`src/rtl/gate_array_pipe_pkg.sv`:
```
// Shared types and helpers for the gate_array_pipe logic unit.
// Optional feature macro used by the top: GATE_ARRAY_PIPE_STATS_EN.
package gate_array_pipe_pkg;

  localparam int MAX_NUM_IN = 8;
  localparam int MAX_STAGES = 4;

  typedef enum logic [2:0] {
    GATE_AND  = 3'd0,
    GATE_OR   = 3'd1,
    GATE_XOR  = 3'd2,
    GATE_NAND = 3'd3,
    GATE_NOR  = 3'd4,
    GATE_XNOR = 3'd5,
    GATE_PASS = 3'd6,
    GATE_NOT  = 3'd7
  } gate_op_t;

  // Reduces one bit column (bit b of every operand) with the selected gate.
  // Operations are bitwise, so the full result is this function applied per bit.
  // Positions at or above num_in are ignored.
  function automatic logic gate_reduce(input gate_op_t op,
                                       input logic [MAX_NUM_IN-1:0] operands,
                                       input int num_in);
    logic r_and;
    logic r_or;
    logic r_xor;
    logic result;
    r_and = 1'b1;
    r_or  = 1'b0;
    r_xor = 1'b0;
    for (int k = 0; k < MAX_NUM_IN; k++) begin
      if (k < num_in) begin
        r_and = r_and & operands[k];
        r_or  = r_or  | operands[k];
        r_xor = r_xor ^ operands[k];
      end
    end
    case (op)
      GATE_AND:  result = r_and;
      GATE_OR:   result = r_or;
      GATE_XOR:  result = r_xor;
      GATE_NAND: result = ~r_and;
      GATE_NOR:  result = ~r_or;
      GATE_XNOR: result = ~r_xor;
      GATE_PASS: result = operands[0];
      default:   result = ~operands[0];
    endcase
    return result;
  endfunction

endpackage

```
`src/rtl/gate_pipe_stage.sv`:
```
// One elastic valid/ready register slice carrying {op, data}.
// Ready is combinational: the slice accepts when empty or when its content leaves this cycle.
module gate_pipe_stage
  import gate_array_pipe_pkg::*;
#(
  parameter int WIDTH = 8
) (
  input  logic             clk,
  input  logic             rst_n,
  input  logic             in_valid,
  output logic             in_ready,
  input  gate_op_t         in_op,
  input  logic [WIDTH-1:0] in_data,
  output logic             out_valid,
  input  logic             out_ready,
  output gate_op_t         out_op,
  output logic [WIDTH-1:0] out_data
);

  logic             valid_q;
  gate_op_t         op_q;
  logic [WIDTH-1:0] data_q;

  assign in_ready  = ~valid_q | out_ready;
  assign out_valid = valid_q;
  assign out_op    = op_q;
  assign out_data  = data_q;

  // Load a new beat whenever the slot is free; otherwise hold contents stable.
  always_ff @(posedge clk or negedge rst_n) begin
    if (!rst_n) begin
      valid_q <= 1'b0;
      op_q    <= GATE_AND;
      data_q  <= '0;
    end else if (in_ready) begin
      valid_q <= in_valid;
      if (in_valid) begin
        op_q   <= in_op;
        data_q <= in_data;
      end
    end
  end

endmodule

```
`src/rtl/gate_array_pipe.sv`:
```
// Pipelined bitwise gate unit: NUM_IN operands reduced by a selectable gate,
// then carried through STAGES elastic register slices.
// Define GATE_ARRAY_PIPE_STATS_EN to add the txn_count output-transfer counter.
module gate_array_pipe
  import gate_array_pipe_pkg::*;
#(
  parameter int WIDTH  = 8,
  parameter int NUM_IN = 2,
  parameter int STAGES = 2
) (
  input  logic                    clk,
  input  logic                    rst_n,
  input  logic                    in_valid,
  output logic                    in_ready,
  input  logic [2:0]              in_op,
  input  logic [NUM_IN*WIDTH-1:0] in_data,
  output logic                    out_valid,
  input  logic                    out_ready,
  output logic [2:0]              out_op,
  output logic [WIDTH-1:0]        out_data
`ifdef GATE_ARRAY_PIPE_STATS_EN
  ,
  output logic [31:0]             txn_count
`endif
);

  logic [WIDTH-1:0] reduced;

  logic             valid_chain [STAGES+1];
  logic             ready_chain [STAGES+1];
  gate_op_t         op_chain    [STAGES+1];
  logic [WIDTH-1:0] data_chain  [STAGES+1];

  // Combinational reduction ahead of stage 1, one bit column at a time.
  always_comb begin
    logic [MAX_NUM_IN-1:0] column;
    reduced = '0;
    for (int b = 0; b < WIDTH; b++) begin
      column = '0;
      for (int k = 0; k < NUM_IN; k++) begin
        column[k] = in_data[k*WIDTH + b];
      end
      reduced[b] = gate_reduce(gate_op_t'(in_op), column, NUM_IN);
    end
  end

  assign valid_chain[0]      = in_valid;
  assign op_chain[0]         = gate_op_t'(in_op);
  assign data_chain[0]       = reduced;
  assign in_ready            = ready_chain[0];
  assign ready_chain[STAGES] = out_ready;
  assign out_valid           = valid_chain[STAGES];
  assign out_op              = op_chain[STAGES];
  assign out_data            = data_chain[STAGES];

  for (genvar s = 0; s < STAGES; s++) begin : g_stage
    gate_pipe_stage #(
      .WIDTH(WIDTH)
    ) u_stage (
      .clk      (clk),
      .rst_n    (rst_n),
      .in_valid (valid_chain[s]),
      .in_ready (ready_chain[s]),
      .in_op    (op_chain[s]),
      .in_data  (data_chain[s]),
      .out_valid(valid_chain[s+1]),
      .out_ready(ready_chain[s+1]),
      .out_op   (op_chain[s+1]),
      .out_data (data_chain[s+1])
    );
  end

`ifdef GATE_ARRAY_PIPE_STATS_EN
  // Count every output handshake; wraps naturally at 2^32.
  always_ff @(posedge clk or negedge rst_n) begin
    if (!rst_n) begin
      txn_count <= '0;
    end else if (out_valid && out_ready) begin
      txn_count <= txn_count + 32'd1;
    end
  end
`endif

endmodule

```
`config.mk`:
```
export PLATFORM = sky130hd
export DESIGN_NAME = gate_array_pipe
export DESIGN_NICKNAME = d
export VERILOG_FILES = /design/src/rtl/gate_array_pipe_pkg.sv /design/src/rtl/gate_pipe_stage.sv /design/src/rtl/gate_array_pipe.sv
export SDC_FILE = /design/constraint.sdc
export NUM_CORES = 1
export LEC_CHECK = 0
export ABC_CLOCK_PERIOD_IN_PS = 1600
export CAP_MARGIN = 20
export CORE_MARGIN = 5
export CORE_UTILIZATION = 40
export CTS_BUF_LIST = sky130_fd_sc_hd__clkbuf_16
export DETAILED_ROUTE_END_ITERATION = 8
export PLACE_DENSITY = 0.73
export REMOVE_ABC_BUFFERS = 1
export SLEW_MARGIN = 10
export SYNTH_ARGS = -nofsm -noshare
export SYNTH_HDL_FRONTEND = slang
export SYNTH_SLANG_ARGS = --single-unit
```
`constraint.sdc`:
```
create_clock -name clk -period 1.6 [get_ports clk]
set_input_delay 0.32 -clock clk [delete_from_list [all_inputs] [get_ports clk]]
set_output_delay 0.32 -clock clk [all_outputs]
set_load 0.02 [all_outputs]
```
==> Implementation_results.wiki, run 1 <==
{| class="wikitable"
! Metric !! Value
|-
| Largest net degree at the start of global routing || 25
|-
| CP cell instances || dlygate4sd2_1 > buf_4 > ha_1 > mux2_4 > mux4_2 > o21ai_2
|-
| WP data required || 1790 ps
|-
| Port Buffer Count || 35
|-
| Number of buffers on the longest clock path || 2
|-
| Kind of launch point of the worst setup path || input pin
|-
| Classification of the worst-slack hold path || input pin to async pin
|-
| Slowest cell delay on critical path || 460 ps
|-
| Placement-stage worst setup slack || -488 ps
|-
| Max-cap check violation count || 0
|-
| First-pass GRT wire length || 6.22 mm
|-
| Combined buffer and inverter count along the critical path || 2
|-
| Number of sinks driven by the clock tree || 24
|-
| Share of the cycle needed by the critical path after routing || 97.3%
|-
| Sequential share of the synthesized area || 33.1%
|-
| GRT overflow || 0
|-
| Number of vias per cell after detailed routing || 5.07
|-
| Final worst clock skew || 1.28 ps
|-
| Post-synth top cells || dfrtp_1, inv_1, nand2_1
|-
| Clk root buf || clkbuf_16
|-
| Most frequently used cell type in the post-synthesis netlist || dfrtp_1
|-
| Total negative setup slack || 0 ps
|-
| Fin. Hold Viols || 0
|-
| Syn Inst Count || 193
|-
| Fin worst setup slack || 43.8 ps
|-
| Achievable frequency || 643 MHz
|-
| Final weighted congestion in routability-driven placement || 0.787
|-
| Worst ir drop on vdd || 0.000374 V
|-
| Core region area || 4380 sq um
|-
| Number of detailed-route iterations in the first pass || 4
|-
| Number of fillers in the final layout || 394
|-
| DIE WIDTH || 77.4 um
|-
| Post-route DRC || 0
|-
| Setup repair after global routing missed its margin || true
|-
| Endpoint type of the worst setup path || register
|-
| Overall routing resource usage || 12.4%
|-
| Max-slew violation count || 0
|-
| Setup slack on the worst flop-to-flop path || 310 ps
|-
| Seq cells post-synth || 24
|-
| CTS Hold Bufs || 0
|-
| Top cells by area in the synthesized netlist || dfrtp_1, ha_1, mux2_2
|-
| Master of the slowest instance on the critical path || mux4_2
|-
| Iteration-0 DRC Markers || 62
|-
| Destination of the critical timing path || g_stage[0].u_stage.out_data[7]$_DFFE_PN0P_
|-
| Shortest clock period the worst path allows after layout || 1560 ps
|-
| Share of async-settable or async-resettable flops after synthesis || 100%
|-
| Setup Viol. Count Final || 0
|-
| H-tree depth || 1
|-
| Proportion of layout cells with a drive suffix above 1 || 26.2%
|-
| FP Rows || 24
|-
| Unique masters post-synth || 38
|-
| Worst-Skew Late Latency || 260 ps
|-
| Io pins || 36
|-
| Count of nets after finishing || 284
|-
| Post-route standard cell area excluding fillers || 2510 sq um
|-
| WHS || 419 ps
|-
| CP Data Arrival Time || 1750 ps
|-
| Yosys top cell area share || 33.1%
|-
| Post-Synthesis Cell Area || 1820 sq um
|-
| Remaining number of nets flagged by the antenna check after routing || 0
|-
| Wire length reported by the detailed router || 3.87 mm
|-
| Capture point of the worst reg-to-reg path || g_stage[0].u_stage.out_data[4]$_DFFE_PN0P_
|-
| Post-synth EDFFs || 0
|-
| Cell count along the critical path || 6
|-
| Synth area leader || dfrtp_1
|-
| Die Y-Extent || 77.4 um
|-
| Overall power || 2140 uW
|-
| Starting density of the core || 41.4%
|-
| Leading register cell type out of synthesis || dfrtp_1
|-
| Gate family responsible for the most delay along the worst path || multiplexers
|-
| Syn-to-layout area delta || 38.3%
|-
| Vias after detailed routing || 1,501
|-
| Initial antenna violation count || 0
|-
| Clock-pin slew reported for the worst setup and hold paths after clock tree synthesis || 60 ps
|-
| Worst reg-to-reg path cell count || 6
|-
| Clock tree from TritonCTS || done
|-
| Slew at the pin closest to its max-slew limit || 310 ps
|-
| Instance area at placement || 2380 sq um
|-
| Mean cell area of the mapped netlist || 9.41 sq um
|-
| Hpwl dp || 3.06 mm
|-
| Power density of the placed cells || 851 nW/um^2
|-
| Status || finished, final reports clean
|-
| Launch point of the worst reg-to-reg path || g_stage[0].u_stage.out_valid$_DFFE_PN0N_
|-
| CTS Buf Count || 3
|-
| Die Footprint || 5990 sq um
|-
| Leak || 0.00121 uW
|-
| Critical path fanouts, max || 2
|-
| Launch point of the critical path || in_data[7]
|-
| Worst max-slew margin expressed relative to the limit || 79.3%
|-
| # diodes || 0
|-
| DR WL/cell || 13.1 um
|-
| Yosys warning total || 0
|-
| Setup CP Type || input pin to register
|-
| Via count of the first global-routing pass || 1,417
|}
## routing by layer
metal | GRT usage, % | wire, um | vias up
li1 | - | - | 768
met1 | 16.1 | 1720 | 699
met2 | 20.9 | 1930 | 29
met3 | 1.62 | 152 | 5
met4 | 5.15 | 64 | 0
met5 | 0 | 0 | -
## worst min path at each step
stage,from,end,slack (ps),depth (start not counted)
after floorplan,rst_n,g_stage[0].u_stage.out_data[0]$_DFFE_PN0P_,20,0
after detailed placement,g_stage[0].u_stage.out_data[3]$_DFFE_PN0P_,g_stage[0].u_stage.out_data[3]$_DFFE_PN0P_,470,2
after global routing,rst_n,g_stage[1].u_stage.out_data[7]$_DFFE_PN0P_,470,2
final,rst_n,g_stage[1].u_stage.out_data[7]$_DFFE_PN0P_,420,2
after global placement,g_stage[0].u_stage.out_data[2]$_DFFE_PN0P_,g_stage[0].u_stage.out_data[2]$_DFFE_PN0P_,460,2
after CTS,rst_n,g_stage[0].u_stage.out_data[6]$_DFFE_PN0P_,430,2
## worst reg2reg max path: stages (launching register included)
cell and delay, ps:
dfrtp_1 390, nand3b_1 110, buf_4 120, nand2_1 120, buf_4 200, a21o_1 160
o21ai_1 130
## power by group
part | leakage [uW] | switching, uW | internal, uW
clock network | 0.0000385 | 208 | 334
registers | 0.000288 | 65.9 | 736
logic | 0.000883 | 355 | 438
## registers in the layout, summed over array words and instances, names as in the netlist
| name | cells |
|---|---|
| g_stage.u_stage.out_data | 16 |
| g_stage.u_stage.out_op | 6 |
| g_stage.u_stage.out_valid | 2 |
## timing repair
action,CTS,global route
setup buffers,0,0
setup endpoints to repair,8,5
gates resized for setup,11,12
pin swaps,5,3
## through the flow
step,cells,utilization [%]
2_1_floorplan,172,-
3_3_place_gp,292,54.4
3_5_place_dp,292,54.4
4_1_cts,296,56.3
5_1_grt,296,57.3
6_report,296,57.3
## final cells by class
type / count / area, sq um / share of cell area, %
clock inverters: 1 / 3.75 / 0.149
clock buffers: 3 / 75.1 / 2.99
inverters: 21 / 78.8 / 3.14
well taps: 52 / 65.1 / 2.59
repair buffers: 68 / 626 / 24.9
multi-input cells: 127 / 1060 / 42.3
flip-flops and latches: 24 / 601 / 23.9
## kinds of logic (layout without fill, tap and decap cells)
family | after synthesis | in the layout | share of synthesized area, %
AO/OA/AOI/OAI | 49 | 49 | 19.0
XOR/XNOR | 1 | 1 | 0.483
adder cells (fa/ha/maj) | 16 | 16 | 11.0
buffers and inverters | 42 | 93 | 11.6
flip-flops | 24 | 24 | 33.1
multiplexers | 20 | 20 | 12.8
AND/OR/NAND/NOR | 41 | 41 | 12.1
## layout by cell type, fill, tap and decap left out, drive strengths merged, types with 5 or more instances in the layout
cell type / n
a21o: 6
a21oi: 10
mux2: 13
mux2i: 6
o21ai: 14
a32o: 5
dlygate4sd2: 6
clkdlybuf4s50: 26
ha: 16
nand2: 17
buf: 33
nand2b: 10
dfrtp: 24
inv: 21
(Power assumes the default switching activity.)
==> run 2, diff against run 1 <==
- CAP_MARGIN: 20 -> 25
- CORE_UTILIZATION: 40 -> 50
- PLACE_DENSITY: 0.73 -> 0.87
==> Implementation_results.wiki, run 2 (synthesis results as in run 1) <==
{| class="wikitable"
! Metric !! Value
|-
| Status || finished, final reports clean
|-
| Worst max-slew margin expressed relative to the limit || 71.6% (-7.7 points)
|-
| Io pins || 36 (unchanged)
|-
| Slew at the pin closest to its max-slew limit || 425 ps (+115 ps)
|-
| Post-route DRC || 0 (unchanged)
|-
| CP cell instances || dlygate4sd2_1 > buf_4 > ha_1 > mux2_4 > mux4_2 > o21ai_2
|-
| Setup Viol. Count Final || 0 (unchanged)
|-
| Filler-free cell count of the finished design || 286 (-3.4%)
|-
| Share of the cycle needed by the critical path after routing || 96.8% (-0.49 points)
|-
| DIE WIDTH || 70.3 um (-9.2%)
|-
| GRT overflow || 0 (unchanged)
|-
| Fin. Hold Viols || 0 (unchanged)
|-
| CTS Buf Count || 3 (unchanged)
|-
| Power density of the placed cells || 862 nW/um^2 (+1.3%)
|-
| Setup repair after global routing missed its margin || false
|-
| Number of sinks driven by the clock tree || 24 (unchanged)
|-
| # diodes || 0 (unchanged)
|-
| Count of nets after finishing || 280 (-1.4%)
|-
| Kind of launch point of the worst setup path || input pin
|-
| Worst-Skew Late Latency || 260 ps (about the same)
|-
| Number of buffers on the longest clock path || 2 (unchanged)
|-
| Shortest clock period the worst path allows after layout || 1550 ps (-7.80 ps)
|-
| Number of fillers in the final layout || 253 (-36%)
|-
| Final weighted congestion in routability-driven placement || 0.794 (+0.94%)
|-
| Remaining number of nets flagged by the antenna check after routing || 0 (unchanged)
|-
| Core region area || 3420 sq um (-22%)
|-
| Sequential cell area || 601 sq um (unchanged)
|-
| Fin worst setup slack || 51.6 ps (+7.80 ps)
|-
| Most common library cell in the layout ignoring fill and taps || buf_4
|-
| Setup CP Type || input pin to register
|-
| Overall routing resource usage || 16.2% (+3.8 points)
|-
| Starting density of the core || 53.2% (+12 points)
|-
| Max-slew violation count || 0 (unchanged)
|-
| Most frequent cells in the layout || buf_4, dfrtp_1, clkdlybuf4s50_1
|-
| Die Y-Extent || 70.3 um (-9.2%)
|-
| Critical path fanouts, max || 2 (unchanged)
|-
| Vias after detailed routing || 1,542 (+2.7%)
|-
| Classification of the worst-slack hold path || input pin to async pin
|-
| Achievable frequency || 646 MHz (+0.50%)
|-
| Clk root buf || clkbuf_16
|-
| Clock-pin slew reported for the worst setup and hold paths after clock tree synthesis || 60 ps (about the same)
|-
| Placement-stage worst setup slack || -453 ps (+35.6 ps)
|-
| # Post-CTS Setup Buffers || 0 (unchanged)
|-
| Setup slack on the worst flop-to-flop path || 330 ps (+20 ps)
|-
| CP Data Arrival Time || 1740 ps (about the same)
|-
| Master of the slowest instance on the critical path || mux4_2
|-
| Initial antenna violation count || 0 (unchanged)
|-
| Wire length reported by the detailed router || 3.98 mm (+2.9%)
|-
| Final worst clock skew || 3.39 ps (+2.10 ps)
|-
| Syn-to-layout area delta || 35.0%
|-
| Placed instance count || 282 (-3.4%)
|-
| Largest net degree at the start of global routing || 25 (unchanged)
|-
| H-tree depth || 1 (unchanged)
|-
| Worst ir drop on vdd || 0.000404 V (+8.3%)
|-
| Endpoint type of the worst setup path || register
|-
| Die Footprint || 4940 sq um (-18%)
|-
| First-pass GRT wire length || 6.61 mm (+6.3%)
|-
| Area of the multi-input gates || 1050 sq um (-1.3%)
|-
| Port Buffer Count || 35 (unchanged)
|-
| Proportion of layout cells with a drive suffix above 1 || 23.8% (-2.5 points)
|-
| Via count of the first global-routing pass || 1,482 (+4.6%)
|-
| Leak || 0.00121 uW (+0.47%)
|-
| FP Rows || 21 (-13%)
|-
| Max reg flops || 16 (unchanged)
|-
| Max-cap check violation count || 0 (unchanged)
|-
| Slowest cell delay on critical path || 460 ps (about the same)
|-
| Number of detailed-route iterations in the first pass || 4 (unchanged)
|-
| Number of vias per cell after detailed routing || 5.39 (+6.3%)
|-
| DR WL/cell || 13.9 um (+6.5%)
|-
| Hpwl dp || 3.04 mm (-0.71%)
|-
| Iteration-0 DRC Markers || 45 (-27%)
|-
| Clock tree from TritonCTS || done
|-
| WP data required || 1790 ps (about the same)
|}
==> run 2: cell count changes in the layout (fill, tap and decap cells not counted), moves of 2 or more <==
cell,before,now
buf_12,3,1
buf_4,30,28
clkdlybuf4s50_1,26,23
dlymetal6s2s_1,1,5
==> run 2: report_power, final <==
part | switching (uW) | total, uW | internal, uW
Sequential | 65.2 | 801 | 736
Combinational | 357 | 780 | 423
Clock | 198 | 531 | 334
==> run 2: worst paths after layout <==
check / start / end / depth (start not counted)
worst min-delay path: rst_n / g_stage[0].u_stage.out_data[7]$_DFFE_PN0P_ / 2
worst max register to register: g_stage[0].u_stage.out_valid$_DFFE_PN0N_ / g_stage[0].u_stage.out_data[0]$_DFFE_PN0P_ / 6
worst min register to register: g_stage[0].u_stage.out_op[1]$_DFFE_PN0P_ / g_stage[0].u_stage.out_op[1]$_DFFE_PN0P_ / 2
min in group clk: g_stage[0].u_stage.out_op[1]$_DFFE_PN0P_ / g_stage[0].u_stage.out_op[1]$_DFFE_PN0P_ / 2
worst max-delay path: in_data[7] / g_stage[0].u_stage.out_data[7]$_DFFE_PN0P_ / 6
max in group asynchronous: rst_n / g_stage[0].u_stage.out_valid$_DFFE_PN0N_ / 2
==> run 2: stage by stage <==
stage / total power [uW] / TNS, ps / area, sq um / hold WS, ps / util [%]
finish: 2110 / 0 / 2450 / 421 / 71.8
global route: 2220 / 0 / 2450 / 469 / 71.8
CTS: 2120 / 0 / 2410 / 434 / 70.6
detailed placement: 1590 / -3110 / 2320 / 475 / 68.0
global placement: 1550 / -2750 / 2320 / 460 / 68.0
floorplan: 1180 / -83.4 / 1680 / 24.4 / -
==> run 2: timing repair <==
item / 4_1_cts / 5_1_grt
gates resized for setup: 12 / 11
pin swaps: 6 / 5
hold buffers: 0 / 0
endpoints found under the setup margin: 9 / 9
==> run 2: final cells by class <==
cell class | instances | share of cell area, %
timing repair buffer | 64 | 23.9
clock buffer | 3 | 3.06
multi-input combinational | 127 | 42.8
tap | 46 | 2.35
sequential | 24 | 24.5
clock inverter | 1 | 0.153
inverter | 21 | 3.22
==> run 2: metal layers <==
layer	vias to the layer above	GRT usage [%]	share of wire, %
li1	756	-	-
met1	743	19.7	44
met2	36	28.7	50
met3	7	1.87	3.7
met4	0	6.81	2.1
met5	-	0	0
==> run 2: critical path, delay by kind of cell <==
| family | cells | cell delay (ps) |
|---|---|---|
| AOI/OAI and AO/OA | 1 | 110 |
| muxes | 2 | 720 |
| buffers and inverters | 2 | 380 |
| adders and majority gates | 1 | 210 |
==> run 3, diff against run 2 <==
- PLACE_DENSITY: 0.87 -> 0.78
==> Implementation_results.wiki, run 3 (synthesis results as in run 1) <==
{| class="wikitable"
! Metric !! Value
|-
| Status || finished, final reports clean
|-
| Clock-pin slew reported for the worst setup and hold paths after clock tree synthesis || 60 ps (about the same)
|-
| Final worst clock skew || 1.89 ps (-1.49 ps)
|-
| Slowest cell delay on critical path || 620 ps (+160 ps)
|-
| Most frequent cells in the layout || buf_4, dfrtp_1, clkdlybuf4s50_1
|-
| Achievable frequency || 644 MHz (-0.32%)
|-
| Clock tree from TritonCTS || done
|-
| Worst max-slew margin expressed relative to the limit || 74.3% (+2.7 points)
|-
| Wire length reported by the detailed router || 4.31 mm (+8.4%)
|-
| Power density of the placed cells || 922 nW/um^2 (+7.0%)
|-
| CP Data Arrival Time || 1230 ps (-510 ps)
|-
| Worst-Skew Late Latency || 250 ps (about the same)
|-
| Placed instance count || 282 (unchanged)
|-
| Kind of launch point of the worst setup path || register
|-
| # diodes || 0 (unchanged)
|-
| Via count of the first global-routing pass || 1,649 (+11%)
|-
| Leak || 0.00121 uW (about the same)
|-
| CTS Buf Count || 3 (unchanged)
|-
| Clk root buf || clkbuf_16
|-
| Remaining number of nets flagged by the antenna check after routing || 0 (unchanged)
|-
| WP data required || 1280 ps (-510 ps)
|-
| Master of the slowest instance on the critical path || clkdlybuf4s50_1
|-
| Combined buffer and inverter count along the critical path || 1 (-1)
|-
| Share of the cycle needed by the critical path after routing || 97.1% (+0.31 points)
|-
| Hpwl dp || 3.30 mm (+8.4%)
|-
| Final weighted congestion in routability-driven placement || 0.783 (-1.5%)
|-
| DIE WIDTH || 70.3 um (unchanged)
|-
| Max reg flops || 16 (unchanged)
|-
| Vias after detailed routing || 1,565 (+1.5%)
|-
| H-tree depth || 1 (unchanged)
|-
| GRT overflow || 0 (unchanged)
|-
| Syn-to-layout area delta || 37.5%
|-
| Setup Viol. Count Final || 0 (unchanged)
|-
| Die Footprint || 4940 sq um (unchanged)
|-
| FP Rows || 21 (unchanged)
|-
| Initial antenna violation count || 0 (unchanged)
|-
| Proportion of layout cells with a drive suffix above 1 || 28.3% (+4.6 points)
|-
| Number of buffers on the longest clock path || 2 (unchanged)
|-
| Number of detailed-route iterations in the first pass || 4 (unchanged)
|-
| Post-route DRC || 0 (unchanged)
|-
| Iteration-0 DRC Markers || 65 (+44%)
|-
| Setup CP Type || register to output pin
|-
| Number of fillers in the final layout || 235 (-7.1%)
|-
| # Post-CTS Setup Buffers || 0 (unchanged)
|-
| Count of nets after finishing || 280 (unchanged)
|-
| Most common library cell in the layout ignoring fill and taps || buf_4
|-
| Gate family responsible for the most delay along the worst path || buffers and inverters
|-
| Core region area || 3420 sq um (unchanged)
|-
| Classification of the worst-slack hold path || input pin to async pin
|-
| Worst ir drop on vdd || 0.000501 V (+24%)
|-
| Max-slew violation count || 0 (unchanged)
|-
| Setup repair after global routing missed its margin || false
|-
| Largest net degree at the start of global routing || 25 (unchanged)
|-
| Endpoint type of the worst setup path || output pin
|-
| Overall routing resource usage || 17.7% (+1.4 points)
|-
| Starting density of the core || 53.2% (unchanged)
|-
| Port Buffer Count || 35 (unchanged)
|-
| Post-route standard cell area excluding fillers || 2500 sq um (+1.8%)
|-
| Max-cap check violation count || 0 (unchanged)
|-
| First-pass GRT wire length || 7.19 mm (+8.8%)
|-
| Number of sinks driven by the clock tree || 24 (unchanged)
|-
| Total negative setup slack || 0 ps (unchanged)
|-
| Critical path fanouts, max || 2 (unchanged)
|-
| CP cell instances || clkdlybuf4s50_1
|-
| CTS Hold Bufs || 0 (unchanged)
|-
| Instance area at placement || 2320 sq um (unchanged)
|-
| Die Y-Extent || 70.3 um (unchanged)
|-
| Filler-free cell count of the finished design || 286 (unchanged)
|-
| Number of vias per cell after detailed routing || 5.47 (+1.5%)
|-
| Slew at the pin closest to its max-slew limit || 385 ps (-39.7 ps)
|-
| DR WL/cell || 15.1 um (+8.4%)
|-
| Fin. Hold Viols || 0 (unchanged)
|-
| Shortest clock period the worst path allows after layout || 1550 ps (+4.92 ps)
|-
| Io pins || 36 (unchanged)
|}
run 3: cell count changes in the layout (fill, tap and decap cells not counted), sizes merged:
cell / previous run / this run
clkbuf: 3 / 4
bufinv: 0 / 1
dlygate4sd2: 5 / 6
dlymetal6s2s: 5 / 3
clkinv: 1 / 0
clkdlybuf4s50: 23 / 24
clkdlybuf4s15: 2 / 1
run 3: path summary, 6_finish.rpt:
kind / from / endpoint / slack (ps) / depth (start not counted)
setup / recovery: g_stage[1].u_stage.out_data[4]$_DFFE_PN0P_ / out_data[4] / 50 / 1
hold / removal: rst_n / g_stage[0].u_stage.out_data[4]$_DFFE_PN0P_ / 420 / 2
min in group clk: g_stage[0].u_stage.out_data[7]$_DFFE_PN0P_ / g_stage[0].u_stage.out_data[7]$_DFFE_PN0P_ / 480 / 2
max in group asynchronous: rst_n / g_stage[1].u_stage.out_op[1]$_DFFE_PN0P_ / 950 / 2
setup reg to reg: g_stage[0].u_stage.out_valid$_DFFE_PN0N_ / g_stage[0].u_stage.out_data[4]$_DFFE_PN0P_ / 300 / 6
hold reg to reg: g_stage[0].u_stage.out_data[7]$_DFFE_PN0P_ / g_stage[0].u_stage.out_data[7]$_DFFE_PN0P_ / 480 / 2
run 3: cell type report:
type,instances,area [sq um],share of cell area [%]
Clock inverter,1,30.0,1.20
Inverter,21,78.8,3.16
Tap cell,46,57.6,2.31
Clock buffer,3,75.1,3.01
Sequential cell,24,601,24.1
Timing Repair Buffer,64,579,23.2
Multi-Input combinational cell,127,1070,43.1
run 3: repair_timing:
| action | 4_1_cts | 5_1_grt |
|---|---|---|
| pin swaps | 5 | 4 |
| endpoints found under the setup margin | 9 | 9 |
| resized for setup | 17 | 18 |
run 3: per-stage QoR:
stage	total power, uW	setup slack [ps]	hold slack (ps)	util, %
2_1_floorplan	1180	-83.4	24.4	-
3_3_place_gp	1550	-421	463	68.0
3_5_place_dp	1590	-525	472	68.0
4_1_cts	2300	-257	429	71.7
5_1_grt	2420	0.906	464	73.1
6_report	2300	46.6	419	73.1
run 3: worst register-to-register path, cell delays in order, from the launching register on:
cell	delay [ps]
dfrtp_1	390
nand3b_1	110
buf_4	120
nand2_1	100
buf_4	200
a21o_1	160
o21ai_1	150
run 3: layer usage:
metal / part of all wire [%] / global-route usage, % / vias to the layer above
met5: 0 / 0 / -
met4: 2.9 / 7.87 / 0
met3: 3.0 / 1.43 / 17
met2: 52 / 31.8 / 43
met1: 42 / 21.2 / 751
li1: - / - / 754
run 3: power by group:
part	internal, uW	switching [uW]	total, uW
combinational	429	378	808
sequential	736	65.3	801
clock	496	197	693
